--- src/rtl/uart_8250_pkg.sv ---
// Shared definitions for the 8250 receive path: LCR fields, word lengths, FIFO entry layout, FSM states.
// Latency: n/a (declarations only).
// Backpressure: n/a.
package uart_8250_pkg;

  // LCR field indices
  localparam int LCR_WLS_LSB = 0;
  localparam int LCR_WLS_MSB = 1;
  localparam int LCR_STB     = 2;
  localparam int LCR_PEN     = 3;
  localparam int LCR_EPS     = 4;

  // Word-length encodings
  localparam logic [1:0] WLS_5 = 2'b00;
  localparam logic [1:0] WLS_6 = 2'b01;
  localparam logic [1:0] WLS_7 = 2'b10;
  localparam logic [1:0] WLS_8 = 2'b11;

  // Receive FIFO entry layout
  localparam int ENT_DATA_MSB = 7;
  localparam int ENT_PE       = 8;
  localparam int ENT_FE       = 9;
  localparam int ENT_BI       = 10;
  localparam int ENT_W        = 11;

  typedef enum logic [2:0] {
    ST_IDLE,
    ST_START,
    ST_DATA,
    ST_PARITY,
    ST_STOP,
    ST_BRK_WAIT
  } rx_state_t;

  // Index of the last data bit for a given word length
  function automatic logic [2:0] last_bit_idx(input logic [1:0] wls);
    logic [2:0] idx;
    case (wls)
      WLS_5:   idx = 3'd4;
      WLS_6:   idx = 3'd5;
      WLS_7:   idx = 3'd6;
      WLS_8:   idx = 3'd7;
      default: idx = 3'd7;
    endcase
    return idx;
  endfunction

endpackage

--- src/rtl/uart_8250_baud_tick.sv ---
// Baud tick generator: one-cycle pulse every max(DIVISOR_I,1) CLK_I cycles.
// Latency: divisor changes take effect at the next counter reload.
// Backpressure: none; free-running.
module uart_8250_baud_tick (
  input  logic        CLK_I,
  input  logic        RST_I,
  input  logic [15:0] DIVISOR_I,
  output logic        TICK_O
);

  logic [15:0] cnt;
  logic [15:0] reload;

  // A divisor of 0 behaves like 1: reload to 0 so every cycle ticks
  assign reload = (DIVISOR_I == 16'd0) ? 16'd0 : (DIVISOR_I - 16'd1);
  assign TICK_O = (cnt == 16'd0);

  // Down-counter; the divisor is only looked at when reloading
  always_ff @(posedge CLK_I or negedge RST_I) begin
    if (!RST_I) begin
      cnt <= 16'd0;
    end else if (TICK_O) begin
      cnt <= reload;
    end else begin
      cnt <= cnt - 16'd1;
    end
  end

endmodule

--- src/rtl/uart_8250_rx.sv ---
// 8250 receive path: oversampling framer with parity/framing/break detection feeding an error-tagged FIFO.
// Latency: push registered the cycle after the stop-sample tick; DR_O/DAT_O/LEVEL_O follow one edge later.
// Backpressure: none toward the line; a push into a full FIFO is dropped and flagged on OE_O.
module uart_8250_rx
  import uart_8250_pkg::*;
#(
  parameter int FIFO_DEPTH = 16,
  parameter int OVERSAMPLE = 16
) (
  input  logic        CLK_I,
  input  logic        RST_I,
  input  logic        RX_I,
  input  logic [15:0] DIVISOR_I,
  input  logic [4:0]  LCR_I,
  input  logic        RD_I,
  input  logic        FIFO_CLR_I,
  input  logic        LSR_CLR_I,
  output logic [7:0]  DAT_O,
  output logic        DR_O,
  output logic        OE_O,
  output logic        PE_O,
  output logic        FE_O,
  output logic        BI_O,
  output logic        ERR_O,
  output logic        TIMEOUT_O,
  output logic [6:0]  LEVEL_O
);

  localparam int AW   = $clog2(FIFO_DEPTH);
  localparam int OS_W = $clog2(OVERSAMPLE);

  logic tick;
  logic rx_meta, rx_s;

  rx_state_t state, state_nxt;
  logic [OS_W-1:0] os_cnt;
  logic [2:0]      bit_cnt;
  logic [7:0]      data_sr;
  logic [1:0]      wls_q;
  logic            pen_q, eps_q;
  logic            par_bit;
  logic            all_zero;
  logic            half_end, full_end, os_wrap, brk, pe_calc;
  logic            push_vld;
  logic [ENT_W-1:0] push_dat;

  logic [ENT_W-1:0] mem [FIFO_DEPTH];
  logic [AW:0]      wr_ptr, rd_ptr, level;
  logic [AW:0]      err_cnt;
  logic [ENT_W-1:0] head;
  logic             empty, full, do_push, do_pop, overrun;
  logic             push_err, pop_err;

  logic [3:0]  frame_bits;
  logic [19:0] to_lim, to_cnt;
  logic        unused_stb;

  // Stop-bit count is not checked; only one stop bit is sampled
  assign unused_stb = LCR_I[LCR_STB];

  uart_8250_baud_tick u_tick (
    .CLK_I     (CLK_I),
    .RST_I     (RST_I),
    .DIVISOR_I (DIVISOR_I),
    .TICK_O    (tick)
  );

  // Two-flop synchronizer on the serial line, idling high
  always_ff @(posedge CLK_I or negedge RST_I) begin
    if (!RST_I) begin
      rx_meta <= 1'b1;
      rx_s    <= 1'b1;
    end else begin
      rx_meta <= RX_I;
      rx_s    <= rx_meta;
    end
  end

  assign half_end = tick && (os_cnt == OS_W'(OVERSAMPLE / 2 - 1));
  assign full_end = tick && (os_cnt == OS_W'(OVERSAMPLE - 1));
  assign os_wrap  = (state == ST_START) ? half_end : full_end;
  assign brk      = all_zero && !rx_s;
  assign pe_calc  = pen_q && (par_bit != (^data_sr ^ ~eps_q));

  // FSM state register
  always_ff @(posedge CLK_I or negedge RST_I) begin
    if (!RST_I) state <= ST_IDLE;
    else        state <= state_nxt;
  end

  // FSM next-state: start detect, mid-bit sampling, break hold-off
  always_comb begin
    state_nxt = state;
    case (state)
      ST_IDLE:     if (tick && !rx_s) state_nxt = ST_START;
      ST_START:    if (half_end) state_nxt = rx_s ? ST_IDLE : ST_DATA;
      ST_DATA:     if (full_end && (bit_cnt == last_bit_idx(wls_q)))
                     state_nxt = pen_q ? ST_PARITY : ST_STOP;
      ST_PARITY:   if (full_end) state_nxt = ST_STOP;
      ST_STOP:     if (full_end) state_nxt = brk ? ST_BRK_WAIT : ST_IDLE;
      ST_BRK_WAIT: if (rx_s) state_nxt = ST_IDLE;
      default:     state_nxt = ST_IDLE;
    endcase
  end

  // Frame datapath: oversample counter, bit shifting, error capture, push request
  always_ff @(posedge CLK_I or negedge RST_I) begin
    if (!RST_I) begin
      os_cnt   <= '0;
      bit_cnt  <= 3'd0;
      data_sr  <= 8'd0;
      wls_q    <= WLS_5;
      pen_q    <= 1'b0;
      eps_q    <= 1'b0;
      par_bit  <= 1'b0;
      all_zero <= 1'b0;
      push_vld <= 1'b0;
      push_dat <= '0;
    end else begin
      push_vld <= 1'b0;
      if ((state == ST_IDLE) || (state == ST_BRK_WAIT)) os_cnt <= '0;
      else if (tick) os_cnt <= os_wrap ? '0 : os_cnt + 1'b1;
      case (state)
        ST_START: if (half_end && !rx_s) begin
          // Line control is frozen for the whole frame here
          wls_q    <= LCR_I[LCR_WLS_MSB:LCR_WLS_LSB];
          pen_q    <= LCR_I[LCR_PEN];
          eps_q    <= LCR_I[LCR_EPS];
          data_sr  <= 8'd0;
          bit_cnt  <= 3'd0;
          all_zero <= 1'b1;
        end
        ST_DATA: if (full_end) begin
          data_sr[bit_cnt] <= rx_s;
          all_zero         <= all_zero && !rx_s;
          bit_cnt          <= bit_cnt + 3'd1;
        end
        ST_PARITY: if (full_end) begin
          par_bit  <= rx_s;
          all_zero <= all_zero && !rx_s;
        end
        ST_STOP: if (full_end) begin
          push_vld                    <= 1'b1;
          push_dat[ENT_BI]            <= brk;
          push_dat[ENT_FE]            <= !rx_s;
          push_dat[ENT_PE]            <= pe_calc;
          push_dat[ENT_DATA_MSB:0]    <= brk ? 8'd0 : data_sr;
        end
        default: ;
      endcase
    end
  end

  assign level    = wr_ptr - rd_ptr;
  assign empty    = (wr_ptr == rd_ptr);
  assign full     = (level == (AW + 1)'(FIFO_DEPTH));
  assign head     = mem[rd_ptr[AW-1:0]];
  assign do_pop   = RD_I && !empty && !FIFO_CLR_I;
  assign do_push  = push_vld && !FIFO_CLR_I && (!full || do_pop);
  assign overrun  = push_vld && !FIFO_CLR_I && full && !do_pop;
  assign push_err = |push_dat[ENT_BI:ENT_PE];
  assign pop_err  = |head[ENT_BI:ENT_PE];

  // FIFO storage; no reset needed, occupancy is tracked by the pointers
  always_ff @(posedge CLK_I) begin
    if (do_push) mem[wr_ptr[AW-1:0]] <= push_dat;
  end

  // FIFO pointers, errored-entry count and sticky overrun
  always_ff @(posedge CLK_I or negedge RST_I) begin
    if (!RST_I) begin
      wr_ptr  <= '0;
      rd_ptr  <= '0;
      err_cnt <= '0;
      OE_O    <= 1'b0;
    end else begin
      if (FIFO_CLR_I) begin
        wr_ptr  <= '0;
        rd_ptr  <= '0;
        err_cnt <= '0;
      end else begin
        if (do_push) wr_ptr <= wr_ptr + 1'b1;
        if (do_pop)  rd_ptr <= rd_ptr + 1'b1;
        err_cnt <= err_cnt + (AW + 1)'(do_push && push_err) - (AW + 1)'(do_pop && pop_err);
      end
      if (overrun)        OE_O <= 1'b1;
      else if (LSR_CLR_I) OE_O <= 1'b0;
    end
  end

  assign DR_O    = !empty;
  assign DAT_O   = empty ? 8'd0 : head[ENT_DATA_MSB:0];
  assign PE_O    = !empty && head[ENT_PE];
  assign FE_O    = !empty && head[ENT_FE];
  assign BI_O    = !empty && head[ENT_BI];
  assign ERR_O   = (err_cnt != '0);
  assign LEVEL_O = 7'(level);

  // Timeout window is four character times at the current line setting
  assign frame_bits = 4'd3 + {1'b0, last_bit_idx(LCR_I[LCR_WLS_MSB:LCR_WLS_LSB])} + {3'd0, LCR_I[LCR_PEN]};
  assign to_lim     = {16'd0, frame_bits} * 20'(4 * OVERSAMPLE);

  // Character timeout: count ticks while data waits with no FIFO activity
  always_ff @(posedge CLK_I or negedge RST_I) begin
    if (!RST_I) begin
      to_cnt    <= 20'd0;
      TIMEOUT_O <= 1'b0;
    end else if (FIFO_CLR_I || do_push || do_pop || empty) begin
      to_cnt    <= 20'd0;
      TIMEOUT_O <= 1'b0;
    end else if (tick && !TIMEOUT_O) begin
      to_cnt <= to_cnt + 20'd1;
      if (to_cnt + 20'd1 >= to_lim) TIMEOUT_O <= 1'b1;
    end
  end

endmodule

--- config.mk ---
export PLATFORM = sky130hd
export DESIGN_NAME = uart_8250_rx
export DESIGN_NICKNAME = d
export VERILOG_FILES = /design/src/rtl/uart_8250_pkg.sv /design/src/rtl/uart_8250_baud_tick.sv /design/src/rtl/uart_8250_rx.sv
export SDC_FILE = /design/constraint.sdc
export NUM_CORES = 1
export LEC_CHECK = 0
export CAP_MARGIN = 20
export CORE_UTILIZATION = 64
export DETAILED_ROUTE_END_ITERATION = 8
export DONT_BUFFER_PORTS = 1
export GPL_ROUTABILITY_DRIVEN = 0
export PLACE_DENSITY = 0.86
export SLEW_MARGIN = 20
export SYNTH_ARGS = -nofsm -noshare
export SYNTH_HDL_FRONTEND = slang
export SYNTH_SLANG_ARGS = --single-unit
--- constraint.sdc ---
create_clock -name CLK_I -period 5.2 [get_ports CLK_I]
set_input_delay 0.52 -clock CLK_I [delete_from_list [all_inputs] [get_ports CLK_I]]
set_output_delay 0.52 -clock CLK_I [all_outputs]
set_load 0.005 [all_outputs]
==> results.yml <==
timing:
  setup_tns_ps: 0
  fin_crit_sh: 0.911
  worst_slack_ps: 462
  rsz0062_at_grt: "false"
  fin_skew_ps: 26.0
  worst_pin_slew_ps: 962
  fmax_mhz: 211
  setup_violations: 0
  hold_viol: 0
  report.final.slew_viol_count: 0
  slew_headroom: 0.358
  finalCriticalPeriod_ps: 4740
clock_tree:
  clkLatencyLatePin_ps: 540
  clkSinkCount: 267
  cts_buffers: 26
  cts.clk_slew.worst_paths_ps: 60
  cts_tree: "yes"
  cts-htree-levels: 1
  ctsResizeCount: 0
  cts.path.max_buffers: 3
  root_buffer: "clkbuf_16"
synth:
  synth.distinct_cells: 74
  synth_flop_cell: "edfxtp_1"
  yosys_warnings: 0
  avgSynthCellArea_um2: 13.6
  seq_area_frac_synth: 0.606
  synthTopCellsByCount: "176 x edfxtp_1, 89 x dfrtp_1, 79 x nor2_1"
  synth.cell_area_um2: 12500
  yosysTopAreaCell: "edfxtp_1"
  synthTopCellsByArea: "edfxtp_1 42%, dfrtp_1 18%, mux4_2 9.4%"
  async_reset_ff_frac: 0.341
  ys_seq_elements: 267
  synth_top_area_share: 0.423
  synth_edf_count: 176
  syn_inst: 915
  synth.most_common_cell: "edfxtp_1"
hold_path:
  hold_class: "in2reg"
pwr:
  p_leak_nw: 5.16
  vdd_drop_max_mv: 0.274
  powerDensity_nw_per_um2: 310
floorplanning:
  core-area_um2: 18900
  die_w_um: 142
  initial_core_util: 0.661
  dieArea_um2: 20100
  rows: 50
  io_pins: 49
  chipHeight_um: 142
worst_setup_path:
  crit_path_frequent_cell: "inv_1"
  crit_arrival_ps: 5140
  crit_required_ps: 5600
  cp-start-kind: "flip-flop"
  cp-end-kind: "flip-flop"
  critPathKind: "reg2reg"
  cpPeakStageDelay_ps: 520
  regToRegSetupSlack_ps: 460
  cp_max_fo: 20
  cp_cell_sequence: "buf_4, inv_1, ha_1, nand4_1, o21ai_0, o21ai_0, a211oi_2, buf_4, nand2b_1, or3_1, ha_1, inv_1, ha_1, inv_1, fa_1, inv_1, a21oi_1, nor2_1, or3_1, a21oi_1"
  slowest_stage: "o21ai_0"
run_status:
  outcome: "completed"
finish:
  stdcell_count: 1199
  drive_gt1_frac: 0.155
  antennaDiodeCount: 0
  nFillCells: 1216
  fin_nets: 974
  area_delta_synth_final_pct: 9.49
grt:
  grt_max_degree: 92
  use_met3: 0.0425
  gr-max-usage-layer: "met2"
  overflow: 0
  use_met2: 0.455
  met1_usage: 0.340
  grt_pass1_vias: 7403
  grt_pass1_wl_um: 39500
  grt_use_total: 0.259
  grt_antenna_before_repair: 0
detailed_routing:
  wire_per_inst_um: 20.7
  vias_per_cell: 6.17
  drt_iter0_drc: 484
  dr.pass1.iters: 6
  ant_nets: 0
  totalWireLength_um: 24800
  vias: 7392
  drc: 0
placement:
  hpwl_um: 15100
  dp_cells: 1148
  preCtsSetupSlack_ps: 774
  portBuffers: 0
job:
  max_cap_viol_count: 0
-- state kept, by name, summed over array words and instances (netlist names) --
name / cells
OE_O: 1
TIMEOUT_O: 1
all_zero: 1
bit_cnt: 3
data_sr: 8
eps_q: 1
err_cnt: 5
mem: 176
os_cnt: 4
par_bit: 1
pen_q: 1
push_dat: 11
push_vld: 1
rd_ptr: 5
rx_meta: 1
rx_s: 1
state: 3
to_cnt: 20
u_tick.cnt: 16
wls_q: 2
wr_ptr: 5
-- path summary, 6_finish.rpt --
check                      depth (start not counted)       start    endpoint
hold reg to reg                                    0     rx_meta        rx_s
setup reg to reg                                  20   rd_ptr[2]  err_cnt[4]
max in group asynchronous                          2       RST_I  data_sr[7]
hold / removal                                     1  FIFO_CLR_I   wr_ptr[4]
min in group asynchronous                          2       RST_I  err_cnt[2]
setup / recovery                                  20   rd_ptr[2]  err_cnt[4]
-- kinds of logic after synthesis --
family | share of synthesized area
compound gates | 0.0516
xor+xnor | 0.0491
fa+ha+maj | 0.0293
buf+inv | 0.0258
flops | 0.606
mux | 0.110
other cells | 0.000300
simple gates | 0.128
-- where the power goes --
part | switching [mW] | internal (mW) | leakage (nW)
sequential | 0.00179 | 2.25 | 3.25
clock | 0.783 | 1.17 | 0.429
combinational | 0.0225 | 0.0139 | 1.48
total | 0.808 | 3.42 | 5.16
-- worst max-delay path, delay by kind of cell, from the launching register on --
family                     cells  cell delay [ps]
adders and majority gates      4             1200
and+or+nand+nor                5             1100
AOI/OAI and AO/OA              5             1080
buffers and inverters          6              890
DFF                            1              320
-- metrics by stage --
stage / total power, mW / area [um2] / utilization / hold WS (ps)
detailed placement: 2.31 / 12700 / 0.674 / 227
global placement: 2.31 / 12700 / 0.674 / 227
floorplan: 2.31 / 12500 / - / 224
global route: 4.32 / 13700 / 0.724 / 22.2
CTS: 4.25 / 13700 / 0.723 / 23.3
finish: 4.23 / 13700 / 0.724 / 33.0
-- cells in the final DEF, fill, tap and decap left out, types with 19 or more instances in the layout --
master / instances
edfxtp_1: 176
xnor2_1: 46
inv_1: 30
clkbuf_16: 26
mux4_2: 52
a21oi_1: 25
nor3_1: 22
dfrtp_1: 87
ha_1: 26
nand2_1: 69
nand3_1: 19
o21ai_0: 31
xor2_1: 24
nor2_1: 74
-- per-layer routing --
| layer | vias up | share of wire |
|---|---|---|
| met5 | - | 0 |
| met4 | 0 | 0.022 |
| met3 | 55 | 0.057 |
| met2 | 265 | 0.51 |
| met1 | 3661 | 0.41 |
| li1 | 3411 | - |
-- cell type report --
type                    instances  area (um2)  share of cell area
flip-flops and latches        267        7570               0.554
inverters                      31         116             0.00851
clock buffers                  30         666              0.0487
well taps                     260         325              0.0238
multi-input cells             575        4620               0.338
clock inverters                18         220              0.0161
repair buffers                 18         160              0.0117
-- what timing repair did --
action,CTS,global route
endpoints found under the hold margin,92,0
hold buffers,3,0
buffers inserted,0,0
No activity file was read; power rests on OpenSTA's default activity.
==> variant 1, RTL diff (same settings) <==
Change the parameter `OVERSAMPLE` from 16 to 32.
--- a/src/rtl/uart_8250_rx.sv
+++ b/src/rtl/uart_8250_rx.sv
@@ -5,7 +5,7 @@
   import uart_8250_pkg::*;
 #(
   parameter int FIFO_DEPTH = 16,
-  parameter int OVERSAMPLE = 16
+  parameter int OVERSAMPLE = 32
 ) (
   input  logic        CLK_I,
   input  logic        RST_I,
Behaviour: same outputs for any inputs over 10 cycles, from zero or initial values and one cycle with RST_I low; that may be too few to reach the edited logic, so the function may still have changed.
==> variant 1 against the unedited design <==
- clock skew fell by 0.0061 ns
- worst setup slack improved by 0.66 ns
- power is 5.4% higher
- count of clock-buffer cells in the layout is 1 lower
- synthesized area decreased by 0.14%
- first-iteration DRC count up 6.4%
- sequential cell count rose by 1
- non-clock buffer count fell by 6
- synthesized cell count is 1.7% higher
- wire length up 1.9%
- design area rose by 0.55%
- critical endpoint unchanged
- highest routed layer unchanged
==> variant 1: results (changes against the unedited design) <==
Status = finished, final reports clean
Wire length of the first global-routing pass = 40.6 mm (+2.8%)
CP Max Fanout = 14 (-30%)
Yosys cell types = 69 (-6.8%)
Estimated wirelength of the detail-placed design = 15.7 mm (+4.0%)
CP Capture Type = register
Post-Route WL = 25.3 mm (+1.9%)
Number of vias after detailed routing = 7,478 (+1.2%)
Fraction of registers with async set/reset = 0.343 (+0.00246)
Sequential-to-total area share from yosys stat = 0.609 (+0.00286)
Arrival @ worst endpoint = 4.56 ns (-0.58 ns)
Length in cells of the worst reg-to-reg path = 19 (-5.0%)
Worst clock skew on the final layout = 0.0199 ns (-0.00614 ns)
Worst-case register-to-register setup slack = 1.12 ns (+0.66 ns)
Number of flops mapped to enable cells by yosys = 176 (unchanged)
Maximum root-to-sink buffer count = 3 (unchanged)
H-tree lvl count = 1 (unchanged)
Clock latency on the worst-skew pair = 0.55 ns
Total clock buffers created by CTS = 27 (+3.8%)
Maximum number of pins on one net before global-route repair = 93 (+1.1%)
Share of post-route cells with drive strength above 1 = 0.150 (-0.00559)
Reg-to-Reg End = err_cnt[4]$_DFF_PN0_
Setup crit start = wr_ptr[0]$_DFFE_PN0P_
Most common library cells after synthesis = sky130_fd_sc_hd__edfxtp_1, sky130_fd_sc_hd__dfrtp_1, sky130_fd_sc_hd__nor2_1
# diodes = 0 (unchanged)
Final hold vios = 0 (unchanged)
Layout net count = 990 (+1.6%)
Worst voltage drop across the vdd grid = 0.265 mV (-3.4%)
Cell types occupying the most area after synthesis = sky130_fd_sc_hd__edfxtp_1, sky130_fd_sc_hd__dfrtp_1, sky130_fd_sc_hd__mux4_2, sky130_fd_sc_hd__xnor2_1, sky130_fd_sc_hd__ha_1
Number of flip-flops under the largest register name = 176 (unchanged)
Antenna violations before repair = 0 (unchanged)
LEAKAGE = 0.00525 uW (+1.6%)
Vias in the first global route = 7,725 (+4.3%)
Top FF cell, synth = sky130_fd_sc_hd__edfxtp_1
Actual slew at the worst max-slew pin = 1.14 ns (+0.178 ns)
Max stage delay on crit path = 0.43 ns (-0.09 ns)
IO Port Bufs = 0 (unchanged)
Overall Global Routing Usage = 0.266 (+0.00758)
Root Buffer = sky130_fd_sc_hd__clkbuf_16
Standard cell with the maximum stage delay on the critical path = sky130_fd_sc_hd__dfrtp_1
Detailed-routing iteration count for the pre-antenna-repair pass = 4 (-2)
First DRT Iteration DRCs = 515 (+6.4%)
Resize count post-CTS = 0 (unchanged)
-- variant 1: changes by cell type in the layout (fill, tap and decap cells not counted), sizes merged, moves of 5 or more --
cell	before	now
a21oi	25	30
and3	9	4
buf	16	10
inv	31	39
mux2i	13	7
nand2	70	82
nand3	22	30
nor3	23	30
nor4	13	7
nor4b	5	0
o21ai	32	46
o22ai	12	1
o31ai	6	1
-- variant 1: area by class of cell --
cell class / count / area (sq um) / area share
Clock inverter: 21 / 324 / 0.0236
Timing Repair Buffer: 12 / 115 / 0.00837
Sequential cell: 268 / 7590 / 0.552
Multi-Input combinational cell: 586 / 4560 / 0.332
Clock buffer: 29 / 683 / 0.0497
Tap cell: 260 / 325 / 0.0237
Inverter: 38 / 143 / 0.0104
-- variant 1: how the worst min path moves through the flow --
stage / from / end / slack (ns) / cells past startpoint
2_1_floorplan: RST_I / OE_O$_DFFE_PN0P_ / 0.22 / 0
3_3_place_gp: RST_I / rd_ptr[4]$_DFFE_PN0P_ / 0.23 / 0
3_5_place_dp: RST_I / rd_ptr[4]$_DFFE_PN0P_ / 0.23 / 0
4_1_cts: FIFO_CLR_I / err_cnt[4]$_DFF_PN0_ / 0.02 / 1
5_1_grt: FIFO_CLR_I / err_cnt[4]$_DFF_PN0_ / 0.02 / 1
6_report: FIFO_CLR_I / err_cnt[4]$_DFF_PN0_ / 0.03 / 1
-- variant 1: cell families after synthesis --
kind of cell	after synthesis	synth area share
muxes	65	0.105
and+or+nand+nor	309	0.123
other	1	0.000301
DFF	268	0.609
adders and majority gates	30	0.0313
xor gates and xnor gates	69	0.0491
buffers and inverters	78	0.0270
AOI/OAI and AO/OA	111	0.0556
-- variant 1: where the power goes --
group          internal (uW)  total [uW]  switching (uW)
clock                   1350        2170             816
sequential              2250        2250            1.71
combinational           12.2        34.7            22.5
total                   3620        4460             840
-- variant 1: per-stage QoR --
stage           util  setup WS, ns  power, uW  area [sq um]  cells
6_report       0.728          1.12       4460         13700   1214
5_1_grt        0.728         0.941       4560         13700   1214
4_1_cts        0.727          1.15       4480         13700   1214
3_5_place_dp   0.671          1.25       2320         12700   1161
3_3_place_gp   0.671          1.39       2320         12700   1161
2_1_floorplan      -          1.40       2320         12500    932
-- variant 1: per-layer routing --
layer | GRT usage | up-vias | part of all wire
met5 | 0 | - | 0
met1 | 0.347 | 3694 | 0.40
met4 | 0.0866 | 0 | 0.029
met3 | 0.0415 | 55 | 0.059
li1 | - | 3441 | -
met2 | 0.462 | 288 | 0.51
==> variant 2, RTL diff (config.mk and constraints unchanged) <==
Made on the original files. Register the outputs `DAT_O`, `DR_O`, `PE_O`, `FE_O`, `BI_O`, `ERR_O` and `LEVEL_O`, with the module's reset; this adds one clock of latency there. The other outputs are not delayed to match. Comments in the files are not updated.
--- a/src/rtl/uart_8250_rx.sv
+++ b/src/rtl/uart_8250_rx.sv
@@ -188,13 +188,25 @@
     end
   end
 
-  assign DR_O    = !empty;
-  assign DAT_O   = empty ? 8'd0 : head[ENT_DATA_MSB:0];
-  assign PE_O    = !empty && head[ENT_PE];
-  assign FE_O    = !empty && head[ENT_FE];
-  assign BI_O    = !empty && head[ENT_BI];
-  assign ERR_O   = (err_cnt != '0);
-  assign LEVEL_O = 7'(level);
+  always_ff @(posedge CLK_I or negedge RST_I) begin
+    if (!RST_I) begin
+      DAT_O   <= '0;
+      DR_O    <= '0;
+      PE_O    <= '0;
+      FE_O    <= '0;
+      BI_O    <= '0;
+      ERR_O   <= '0;
+      LEVEL_O <= '0;
+    end else begin
+      DAT_O   <= empty ? 8'd0 : head[ENT_DATA_MSB:0];
+      DR_O    <= !empty;
+      PE_O    <= !empty && head[ENT_PE];
+      FE_O    <= !empty && head[ENT_FE];
+      BI_O    <= !empty && head[ENT_BI];
+      ERR_O   <= (err_cnt != '0);
+      LEVEL_O <= 7'(level);
+    end
+  end
 
   // Timeout window is four character times at the current line setting
   assign frame_bits = 4'd3 + {1'b0, last_bit_idx(LCR_I[LCR_WLS_MSB:LCR_WLS_LSB])} + {3'd0, LCR_I[LCR_PEN]};
Behaviour: same outputs for any inputs over 10 cycles, from zero or initial values and one cycle with RST_I low; that may be too few to reach the edited logic, so the function may still have changed.
==> variant 2 against the unedited design <==
- synthesized area rose by 2.3%
- utilization fell by 0.76 points
- cell count rose by 1.3%
- power rose by 5.0%
- worst setup slack improved by 0.35 ns
- design area rose by 2.3%
- sequential cell count rose by 18
- via count rose by 1.8%
- hold slack got worse by 0.016 ns
- clock power rose by 4%
- wire length rose by 4.4%
- sequential power rose by 6%
- clock skew rose by 0.015 ns
- critical path type unchanged
- critical endpoint unchanged
- largest power group unchanged
==> variant 2: results (changes against the unedited design) <==
Fraction of registers with async set/reset = 0.382 (+0.0416)
Length in cells of the worst reg-to-reg path = 19 (-5.0%)
Most common library cells after synthesis = sky130_fd_sc_hd__edfxtp_1, sky130_fd_sc_hd__dfrtp_1, sky130_fd_sc_hd__nand2_1
Highest metal layer with signal wires = met4
Layout net count = 982 (+0.82%)
Total clock buffers created by CTS = 28 (+7.7%)
Number of maximum-capacitance violations = 0 (unchanged)
CP Max Fanout = 19 (-5.0%)
Worst clock skew on the final layout = 0.0409 ns (+0.0149 ns)
Detail-routed net length per standard cell = 21.3 um (+3.0%)
Wire length of the first global-routing pass = 41.5 mm (+5.0%)
LEAKAGE = 0.00556 uW (+7.7%)
H-tree lvl count = 1 (unchanged)
Actual slew at the worst max-slew pin = 0.937 ns (-0.0255 ns)
Post-synthesis compound-gate area fraction = 0.0463 (-0.00527)
Clock edge transition at the registers on the reported setup and hold paths = 0.07 ns
Number of flip-flops under the largest register name = 176 (unchanged)
Yosys cell types = 63 (-15%)
Number of flops mapped to enable cells by yosys = 176 (unchanged)
Sequential-to-total area share from yosys stat = 0.628 (+0.0217)
Share of post-route cells with drive strength above 1 = 0.121 (-0.0343)
Portion of netlist area occupied by mux cells = 0.103 (-0.00677)
Worst voltage drop across the vdd grid = 0.267 mV (-2.5%)
Standard cell with the maximum stage delay on the critical path = sky130_fd_sc_hd__a2111oi_0
Fraction of synthesized cell area in xor and xnor cells = 0.0487 (-0.000416)
Post-placement worst setup slack = 0.939 ns (+0.165 ns)
Clock latency on the worst-skew pair = 0.57 ns (+0.03 ns)
Post-Place Cell Area = 13,000 sq um (+2.1%)
Status = finished, final reports clean
# fillers = 1,247 (+2.5%)
Detail Route met3 WL = 1.78 mm (+25%)
Detailed-routing iteration count for the pre-antenna-repair pass = 5 (-1)
Cell types occupying the most area after synthesis = sky130_fd_sc_hd__edfxtp_1, sky130_fd_sc_hd__dfrtp_1, sky130_fd_sc_hd__mux4_2, sky130_fd_sc_hd__xnor2_1, sky130_fd_sc_hd__ha_1
Arrival @ worst endpoint = 4.82 ns (-0.32 ns)
Post-CTS setup buffer count = 0 (unchanged)
Detail Route met2 WL = 13.2 mm (+4.2%)
Detailed-route vias per instance = 6.20 (+0.50%)
Number of warnings issued by yosys = 0 (unchanged)
Crit-path leading delay family = adder cells
Max stage delay on crit path = 0.74 ns (+0.22 ns)
Setup TNS Final = 0 ns (unchanged)
Estimated wirelength of the detail-placed design = 16.1 mm (+6.7%)
First DRT Iteration DRCs = 586 (+21%)
Synth Area in Adders = 0.0286 (-0.000656)
Vias in the first global route = 7,743 (+4.6%)
Maximum number of pins on one net before global-route repair = 110 (+20%)
Overall Global Routing Usage = 0.270 (+0.0117)
Metal1 wirelength = 10.2 mm (about the same)
IO Port Bufs = 0 (unchanged)
Antenna violations before repair = 2 (+2)
## variant 2: changes by cell type in the layout (fill, tap and decap cells not counted), sizes merged, moves of 5 or more
cell,before,now
nand2,70,84
buf,16,7
and3,9,24
nor3,23,18
clkbuf,30,38
a211oi,5,0
nand2b,11,6
xor2,24,29
nand3,22,31
dfrtp,89,107
o21ai,32,25
nor2,82,72
## variant 2: logic make-up after synthesis
| logic type | count (synthesis) |
|---|---|
| adders and majority gates | 28 |
| muxes | 66 |
| AOI/OAI and AO/OA | 91 |
| other | 1 |
| buffers and inverters | 66 |
| and+or+nand+nor | 316 |
| xor gates and xnor gates | 71 |
| DFF | 285 |
## variant 2: final timing paths
kind | start | end | slack (ns)
worst max-delay path | rd_ptr[2]$_DFFE_PN0P_ | err_cnt[4]$_DFF_PN0_ | 0.81
worst min-delay path | FIFO_CLR_I | rd_ptr[3]$_DFFE_PN0P_ | 0.02
worst max register to register | rd_ptr[2]$_DFFE_PN0P_ | err_cnt[4]$_DFF_PN0_ | 0.81
worst min register to register | rx_meta$_DFF_PN1_ | rx_s$_DFF_PN1_ | 0.36
max in group asynchronous | RST_I | push_dat[3]$_DFFE_PN0P_ | 4.15
min in group asynchronous | RST_I | DAT_O[7]$_DFF_PN0_ | 0.52
## variant 2: metal layers
| metal | track usage | up-vias |
|---|---|---|
| met5 | 0 | - |
| met4 | 0.104 | 0 |
| met3 | 0.0402 | 57 |
| met2 | 0.467 | 290 |
| met1 | 0.348 | 3750 |
| li1 | - | 3431 |
## variant 2: final cells by class
cell class / count / area (sq um) / area share
flip-flops and latches: 285 / 8020 / 0.573
multi-input cells: 574 / 4500 / 0.322
clock buffers: 38 / 778 / 0.0557
well taps: 265 / 332 / 0.0237
clock inverters: 14 / 145 / 0.0104
inverters: 28 / 105 / 0.00752
repair buffers: 10 / 103 / 0.00734
diodes: 1 / 2.50 / 0.000179
## variant 2: report_power, final
group	leakage [uW]	internal (uW)	total [uW]	switching [uW]
registers	0.00347	2390	2390	1.33
clock network	0.000447	1150	2020	863
logic	0.00164	13.7	41.7	28.0
total	0.00556	3550	4440	892
## variant 2: timing repair
item	4_1_cts	5_1_grt
endpoints found under the hold margin	120	0
hold buffers	4	0
gates resized for setup	0	0
## variant 2: per-stage QoR
stage	instances	util	hold slack, ns
floorplan	925	-	0.224
global placement	1158	0.666	0.227
detailed placement	1158	0.666	0.226
CTS	1214	0.716	0.00375
global route	1214	0.716	0.00758
finish	1215	0.716	0.0175
